`src/rtl/ddr_pkg.sv`:
```
`default_nettype none
// ============================================================================
//  Module      : ddr_pkg
//  Description : Shared definitions for the LPDDR command-port arbiter:
//                MCB instruction codes, default widths, FSM state and
//                requester identifiers.
//  Revision    : 1.0 - initial release
// ============================================================================
package ddr_pkg;

    // MCB command instruction encodings
    localparam logic [2:0] CMD_WRITE = 3'b000;
    localparam logic [2:0] CMD_READ  = 3'b001;

    // Default command-port geometry
    localparam int DDR_ADDR_W = 30;
    localparam int DDR_BL_W   = 6;

    // Arbiter sequencing states
    typedef enum logic [1:0] {
        ST_IDLE  = 2'd0,
        ST_ISSUE = 2'd1,
        ST_GAP   = 2'd2
    } arb_state_e;

    // Requester identity
    typedef enum logic {
        REQ_RD = 1'b0,
        REQ_WR = 1'b1
    } req_id_e;

endpackage : ddr_pkg
`default_nettype wire

```
`src/rtl/ddr_arb_pick.sv`:
```
`default_nettype none
// ============================================================================
//  Module      : ddr_arb_pick
//  Description : Combinational winner selection for the command port:
//                urgent read > starved write > round-robin tie > single
//                eligible requester. Also computes write eligibility
//                (enough words already staged in the write-data FIFO).
//  Revision    : 1.0 - initial release
// ============================================================================
module ddr_arb_pick
    import ddr_pkg::*;
#(
    parameter int BL_W         = DDR_BL_W,
    parameter int WCNT_W       = 7,
    parameter int STARVE_LIMIT = 64,
    parameter int STARVE_W     = 7
) (
    input  logic                i_rd_req,
    input  logic                i_rd_urgent,
    input  logic                i_wr_req,
    input  logic [BL_W-1:0]     i_wr_bl,
    input  logic [WCNT_W-1:0]   i_wr_data_count,
    input  logic [STARVE_W-1:0] i_starve_cnt,
    input  req_id_e             i_last_winner,
    output logic                o_valid,
    output req_id_e             o_winner,
    output logic                o_wr_elig
);

    // Compare width wide enough that neither count nor bl+1 can wrap
    localparam int c_CMP_W = ((WCNT_W > BL_W) ? WCNT_W : BL_W) + 1;
    localparam logic [STARVE_W-1:0] c_STARVE_MAX = STARVE_W'(STARVE_LIMIT);

    logic [c_CMP_W-1:0] w_have;
    logic [c_CMP_W-1:0] w_need;
    logic               w_rd_elig;
    logic               w_wr_elig;
    logic               w_starved;

    assign w_have    = c_CMP_W'(i_wr_data_count);
    assign w_need    = c_CMP_W'(i_wr_bl) + c_CMP_W'(1);
    assign w_rd_elig = i_rd_req;
    assign w_wr_elig = i_wr_req && (w_have >= w_need);
    assign w_starved = w_wr_elig && (i_starve_cnt >= c_STARVE_MAX);
    assign o_wr_elig = w_wr_elig;

    // Fixed priority ladder; the tie case alternates against the last winner
    always_comb begin
        o_valid  = 1'b0;
        o_winner = REQ_RD;
        if (i_rd_urgent && w_rd_elig) begin
            o_valid  = 1'b1;
            o_winner = REQ_RD;
        end else if (w_starved) begin
            o_valid  = 1'b1;
            o_winner = REQ_WR;
        end else if (w_rd_elig && w_wr_elig) begin
            o_valid  = 1'b1;
            o_winner = (i_last_winner == REQ_WR) ? REQ_RD : REQ_WR;
        end else if (w_rd_elig) begin
            o_valid  = 1'b1;
            o_winner = REQ_RD;
        end else if (w_wr_elig) begin
            o_valid  = 1'b1;
            o_winner = REQ_WR;
        end
    end

endmodule : ddr_arb_pick
`default_nettype wire

```
`src/rtl/ddr_cmd_arbiter.sv`:
```
`default_nettype none
// ============================================================================
//  Module      : ddr_cmd_arbiter
//  Description : Shares one MCB command port between the display read path
//                and the frame write path. Picks a winner in IDLE, latches
//                the command, strobes it once the command FIFO has room,
//                then enforces a short idle gap before the next decision.
//  Revision    : 1.0 - initial release
// ============================================================================
module ddr_cmd_arbiter
    import ddr_pkg::*;
#(
    parameter int ADDR_W       = DDR_ADDR_W,
    parameter int BL_W         = DDR_BL_W,
    parameter int WCNT_W       = 7,
    parameter int STARVE_LIMIT = 64,
    parameter int GAP          = 1
) (
    input  logic              clk,
    input  logic              rst,
    input  logic              rd_req,
    input  logic              rd_urgent,
    input  logic [ADDR_W-1:0] rd_addr,
    input  logic [BL_W-1:0]   rd_bl,
    output logic              rd_gnt,
    input  logic              wr_req,
    input  logic [ADDR_W-1:0] wr_addr,
    input  logic [BL_W-1:0]   wr_bl,
    input  logic [WCNT_W-1:0] wr_data_count,
    output logic              wr_gnt,
    output logic              cmd_en,
    output logic [2:0]        cmd_instr,
    output logic [BL_W-1:0]   cmd_bl,
    output logic [ADDR_W-1:0] cmd_byte_addr,
    input  logic              cmd_full,
    output logic              busy
);

    localparam int c_STARVE_W = $clog2(STARVE_LIMIT + 1);
    localparam logic [c_STARVE_W-1:0] c_STARVE_MAX = c_STARVE_W'(STARVE_LIMIT);
    localparam logic [1:0] c_GAP_LAST  = (GAP > 0) ? 2'(GAP - 1) : 2'd0;
    localparam logic [ADDR_W-1:0] c_ADDR_MASK = ~ADDR_W'(3);

    arb_state_e              r_state;
    arb_state_e              w_state_nxt;
    logic                    w_latch;
    logic                    w_issue;
    logic [1:0]              r_gap_cnt;
    logic [c_STARVE_W-1:0]   r_starve_cnt;
    req_id_e                 r_last_winner;
    req_id_e                 r_owner;
    logic [2:0]              r_cmd_instr;
    logic [BL_W-1:0]         r_cmd_bl;
    logic [ADDR_W-1:0]       r_cmd_addr;
    logic                    w_pick_valid;
    req_id_e                 w_pick_id;
    logic                    w_wr_elig;

    ddr_arb_pick #(
        .BL_W         (BL_W),
        .WCNT_W       (WCNT_W),
        .STARVE_LIMIT (STARVE_LIMIT),
        .STARVE_W     (c_STARVE_W)
    ) u_pick (
        .i_rd_req        (rd_req),
        .i_rd_urgent     (rd_urgent),
        .i_wr_req        (wr_req),
        .i_wr_bl         (wr_bl),
        .i_wr_data_count (wr_data_count),
        .i_starve_cnt    (r_starve_cnt),
        .i_last_winner   (r_last_winner),
        .o_valid         (w_pick_valid),
        .o_winner        (w_pick_id),
        .o_wr_elig       (w_wr_elig)
    );

    // State register
    always_ff @(posedge clk) begin
        if (rst) r_state <= ST_IDLE;
        else     r_state <= w_state_nxt;
    end

    // Next-state logic plus latch/issue strobes; reset suppresses any issue
    always_comb begin
        w_state_nxt = r_state;
        w_latch     = 1'b0;
        w_issue     = 1'b0;
        case (r_state)
            ST_IDLE: begin
                if (w_pick_valid) begin
                    w_latch     = 1'b1;
                    w_state_nxt = ST_ISSUE;
                end
            end
            ST_ISSUE: begin
                if (!cmd_full && !rst) begin
                    w_issue     = 1'b1;
                    w_state_nxt = (GAP == 0) ? ST_IDLE : ST_GAP;
                end
            end
            ST_GAP: begin
                if (r_gap_cnt == c_GAP_LAST) w_state_nxt = ST_IDLE;
            end
            default: w_state_nxt = ST_IDLE;
        endcase
    end

    // Gap cycle counter, restarts every time GAP is entered
    always_ff @(posedge clk) begin
        if (rst || r_state != ST_GAP) r_gap_cnt <= 2'd0;
        else                          r_gap_cnt <= r_gap_cnt + 2'd1;
    end

    // Counts cycles an eligible write goes ungranted, saturating at the limit
    always_ff @(posedge clk) begin
        if (rst)
            r_starve_cnt <= '0;
        else if (!w_wr_elig || (w_issue && r_owner == REQ_WR))
            r_starve_cnt <= '0;
        else if (r_starve_cnt < c_STARVE_MAX)
            r_starve_cnt <= r_starve_cnt + 1'b1;
    end

    // Command registers: loaded at the IDLE decision, held until the next one
    always_ff @(posedge clk) begin
        if (rst) begin
            r_cmd_instr   <= 3'b000;
            r_cmd_bl      <= '0;
            r_cmd_addr    <= '0;
            r_owner       <= REQ_RD;
            r_last_winner <= REQ_WR;
        end else begin
            if (w_latch) begin
                r_owner <= w_pick_id;
                if (w_pick_id == REQ_WR) begin
                    r_cmd_instr <= CMD_WRITE;
                    r_cmd_bl    <= wr_bl;
                    r_cmd_addr  <= wr_addr & c_ADDR_MASK;
                end else begin
                    r_cmd_instr <= CMD_READ;
                    r_cmd_bl    <= rd_bl;
                    r_cmd_addr  <= rd_addr & c_ADDR_MASK;
                end
            end
            if (w_issue) r_last_winner <= r_owner;
        end
    end

    assign cmd_en        = w_issue;
    assign rd_gnt        = w_issue && (r_owner == REQ_RD);
    assign wr_gnt        = w_issue && (r_owner == REQ_WR);
    assign cmd_instr     = r_cmd_instr;
    assign cmd_bl        = r_cmd_bl;
    assign cmd_byte_addr = r_cmd_addr;
    assign busy          = (r_state != ST_IDLE);

endmodule : ddr_cmd_arbiter
`default_nettype wire

```
`config.mk`:
```
export PLATFORM = sky130hd
export DESIGN_NAME = ddr_cmd_arbiter
export DESIGN_NICKNAME = d
export VERILOG_FILES = /design/src/rtl/ddr_pkg.sv /design/src/rtl/ddr_arb_pick.sv /design/src/rtl/ddr_cmd_arbiter.sv
export SDC_FILE = /design/constraint.sdc
export NUM_CORES = 1
export LEC_CHECK = 0
export BUFFER_PORTS_ARGS = -buffer_cell sky130_fd_sc_hd__clkbuf_2
export CORE_MARGIN = 10
export CORE_UTILIZATION = 39
export CTS_CLUSTER_SIZE = 20
export DETAILED_ROUTE_END_ITERATION = 6
export GPL_ROUTABILITY_DRIVEN = 0
export GPL_TIMING_DRIVEN = 0
export PLACE_DENSITY_LB_ADDON = 0.1
export REMOVE_ABC_BUFFERS = 1
export SLEW_MARGIN = 20
export SYNTH_ARGS = -nofsm -noshare
export SYNTH_HDL_FRONTEND = slang
export SYNTH_HIERARCHICAL = 1
export SYNTH_SLANG_ARGS = --single-unit
```
`constraint.sdc`:
```
create_clock -name clk -period 3.7 [get_ports clk]
set_input_delay 0.37 -clock clk [delete_from_list [all_inputs] [get_ports clk]]
set_output_delay 0.37 -clock clk [all_outputs]
set_load 0.03 [all_outputs]
```
==> impl_metrics.json <==
{
  "outcome": "finished clean",
  "cts_setup_buffers": 0,
  "fin_cells": 444,
  "syn_inst": 256,
  "crit_type": "input port to flop",
  "rsz0062_at_grt": "no",
  "dr.pass1.iters": 4,
  "yosysWarnings": 6,
  "vias": 2143,
  "fmax_mhz": 320,
  "grt_pass1_vias": 2210,
  "pwr-share-clk": 0.248,
  "cp_data_arrival_time_ps": 3330,
  "synth_area_leaders": "dfxtp_1, mux2i_1, a211oi_1",
  "hold_violations": 0,
  "power_leakage_nw": 1.44,
  "max_stage_delay_ps": 620,
  "cts_tree": "done",
  "fin_hold_ws_ps": 373,
  "antenna_found_initial": 0,
  "syn2layout_area_growth_pct": 29.3,
  "dieArea_um2": 9800,
  "p_switching_mw": 0.442,
  "internal-power_mw": 0.868,
  "worst_path_most_repeated_cell": "buf_6",
  "relSlewSlack": 0.401,
  "synth.largest_area_cell": "dfxtp_1",
  "synth_edf_count": 0,
  "grt-ovfl-total": 0,
  "dp_slack_ps": 201,
  "seq_area_frac_synth": 0.395,
  "hold_path_class": "input port to flop",
  "drv_cap": 0,
  "via_per_inst": 4.83,
  "htreeDepth": 2,
  "power_frac_comb": 0.298,
  "clk_pin_slew_ps": 80,
  "startpoint_type": "input port",
  "initial_core_util": 0.406,
  "crit_chain": "clkbuf_2 -> ha_1 -> nand3_1 -> xor2_1 -> ha_1 -> nand3_1 -> o41ai_1 -> nor3b_2 -> buf_6 -> buf_6 -> buf_6 -> buf_4 -> nor2_1 -> a211oi_1",
  "cts_sinks": 48,
  "total_power_mw": 1.31,
  "tightestPinTransition_ps": 899,
  "cp_slowest_cell": "nor3b_2",
  "layout_min_cycle_time_ps": 3120,
  "drive_gt1_frac": 0.377,
  "cp_data_required_time_ps": 3910,
  "dp_hpwl_um": 5040,
  "dp_cells": 436,
  "yosys.area.top_type_share": 0.395,
  "setup_viol": 0,
  "cts_buffers": 5,
  "drtIter0Drc": 36,
  "ant_nets": 0,
  "wl_per_cell_um": 14.0,
  "finalMaxSlewViolations": 0,
  "ys.flop_type": "dfxtp_1",
  "cts-root-buf": "clkbuf_8",
  "gr-usage-all-layers": 0.124,
  "timing.final.crit_share": 0.844,
  "clockBufferDepth": 2,
  "synth.avg_cell_area_um2": 9.51,
  "path_max_fanout": 12,
  "cts_resized": 0,
  "fillCellCount": 579,
  "vdd_ir_drop_max_v": 0.000227,
  "skew_ps": 4.52,
  "rows": 28,
  "switching_share": 0.337,
  "crit_path_end_kind": "flop",
  "seq_power_share": 0.454,
  "die_y_um": 99.0,
  "synthArstFlopShare": 0,
  "final_util": 0.525,
  "power.density_nw_per_um2": 416,
  "port_buffers": 119,
  "clock_latency_ps": 300,
  "grt_max_degree": 44,
  "grt_pass1_wl_um": 10200,
  "syn-cell-area_um2": 2430,
  "core_area_um2": 5990,
  "ys_ff_latch": 48,
  "nets": 463,
  "worst_slack_ps": 577,
  "io_pins": 128,
  "drc": 0,
  "insertedDiodeCount": 0,
  "synth.distinct_cells": 39,
  "hold_buffers": 0,
  "die_x_um": 99.0,
  "drt-total-wl_um": 6210
}
[stage by stage]
step	cell area, um^2	setup TNS, ps
2_1_floorplan	2290	-79000
3_3_place_gp	2980	-154200
3_5_place_dp	3050	0
4_1_cts	3150	0
5_1_grt	3150	0
6_report	3150	0
[critical path, delay by kind of cell]
family,cells,cell delay [ps]
xor+xnor,1,160
buf+inv,5,830
simple gates,4,870
compound gates,2,600
fa+ha+maj,2,500
[cell usage after synthesis (2+ instances only)]
cell,number
dfxtp_1,48
nor2_1,46
mux2i_1,37
a211oi_1,35
ha_1,10
buf_2,7
nand3_1,7
buf_4,6
inv_1,6
xor2_1,6
buf_6,5
clkbuf_1,5
a21oi_1,4
and3_1,2
nand2_1,2
nand4b_1,2
nor2b_1,2
nor3_1,2
nor3b_1,2
o21a_1,2
xnor2_1,2
[cell usage in the layout, fill, tap and decap left out, types with 4 or more instances in the layout]
cell type / Yosys / layout
dfxtp_1: 48 / 48
nand3_1: 7 / 7
clkbuf_8: 0 / 6
clkbuf_2: 0 / 119
inv_1: 6 / 6
buf_6: 5 / 4
a211oi_1: 35 / 35
conb_1: 1 / 4
xor2_1: 6 / 6
nor2_1: 46 / 46
a21oi_1: 4 / 4
mux2i_1: 37 / 37
ha_1: 10 / 10
[power by group through the flow]
stage               Clock, mW  Sequential [mW]  Combinational [mW]
floorplan                   0            0.697               0.164
global placement            0            0.605               0.395
detailed placement          0            0.607               0.398
CTS                     0.338            0.595               0.398
global route            0.362            0.602               0.431
finish                  0.324            0.595               0.390
[flip-flops by register name, summed over array words and instances, names as in the netlist]
register	cells
r_state	2
r_last_winner	1
cmd_bl	6
r_starve_cnt	7
cmd_byte_addr	28
cmd_instr	1
r_owner	1
r_gap_cnt	2
[path summary, 6_finish.rpt]
path / start / end / slack [ps] / depth (start not counted)
max: wr_bl[0] / cmd_byte_addr[25] / 580 / 14
min: rd_addr[5] / cmd_byte_addr[5] / 370 / 3
max reg2reg: r_starve_cnt[6] / cmd_byte_addr[23] / 1690 / 5
min reg2reg: r_gap_cnt[0] / r_gap_cnt[0] / 440 / 1
[layer usage]
metal | track usage | wire length (um) | up-vias
li1 | - | - | 1136
met1 | 0.152 | 2810 | 916
met2 | 0.185 | 2650 | 84
met3 | 0.0642 | 674 | 7
met4 | 0.0397 | 77 | 0
met5 | 0 | 0 | -
[layout make-up]
cell class | count | area, um^2 | share of cell area
inverter | 7 | 26.3 | 0.00835
timing repair buffer | 125 | 656 | 0.208
clock inverter | 1 | 7.51 | 0.00239
clock buffer | 7 | 86.3 | 0.0274
tap | 75 | 93.8 | 0.0298
sequential | 48 | 961 | 0.305
multi-input combinational | 181 | 1320 | 0.418
[kinds of logic (layout without fill, tap and decap cells)]
logic type                 count (synthesis)  count (layout)  synth area share
and+or+nand+nor                           74              74             0.149
AOI/OAI and AO/OA                         48              48             0.148
DFF                                       48              48             0.395
muxes                                     37              37             0.152
buffers and inverters                     30             140            0.0745
adders and majority gates                 10              10            0.0514
xor gates and xnor gates                   8               8            0.0288
other                                      1               4           0.00154
Note: power is estimated with default switching activity, not from simulation.
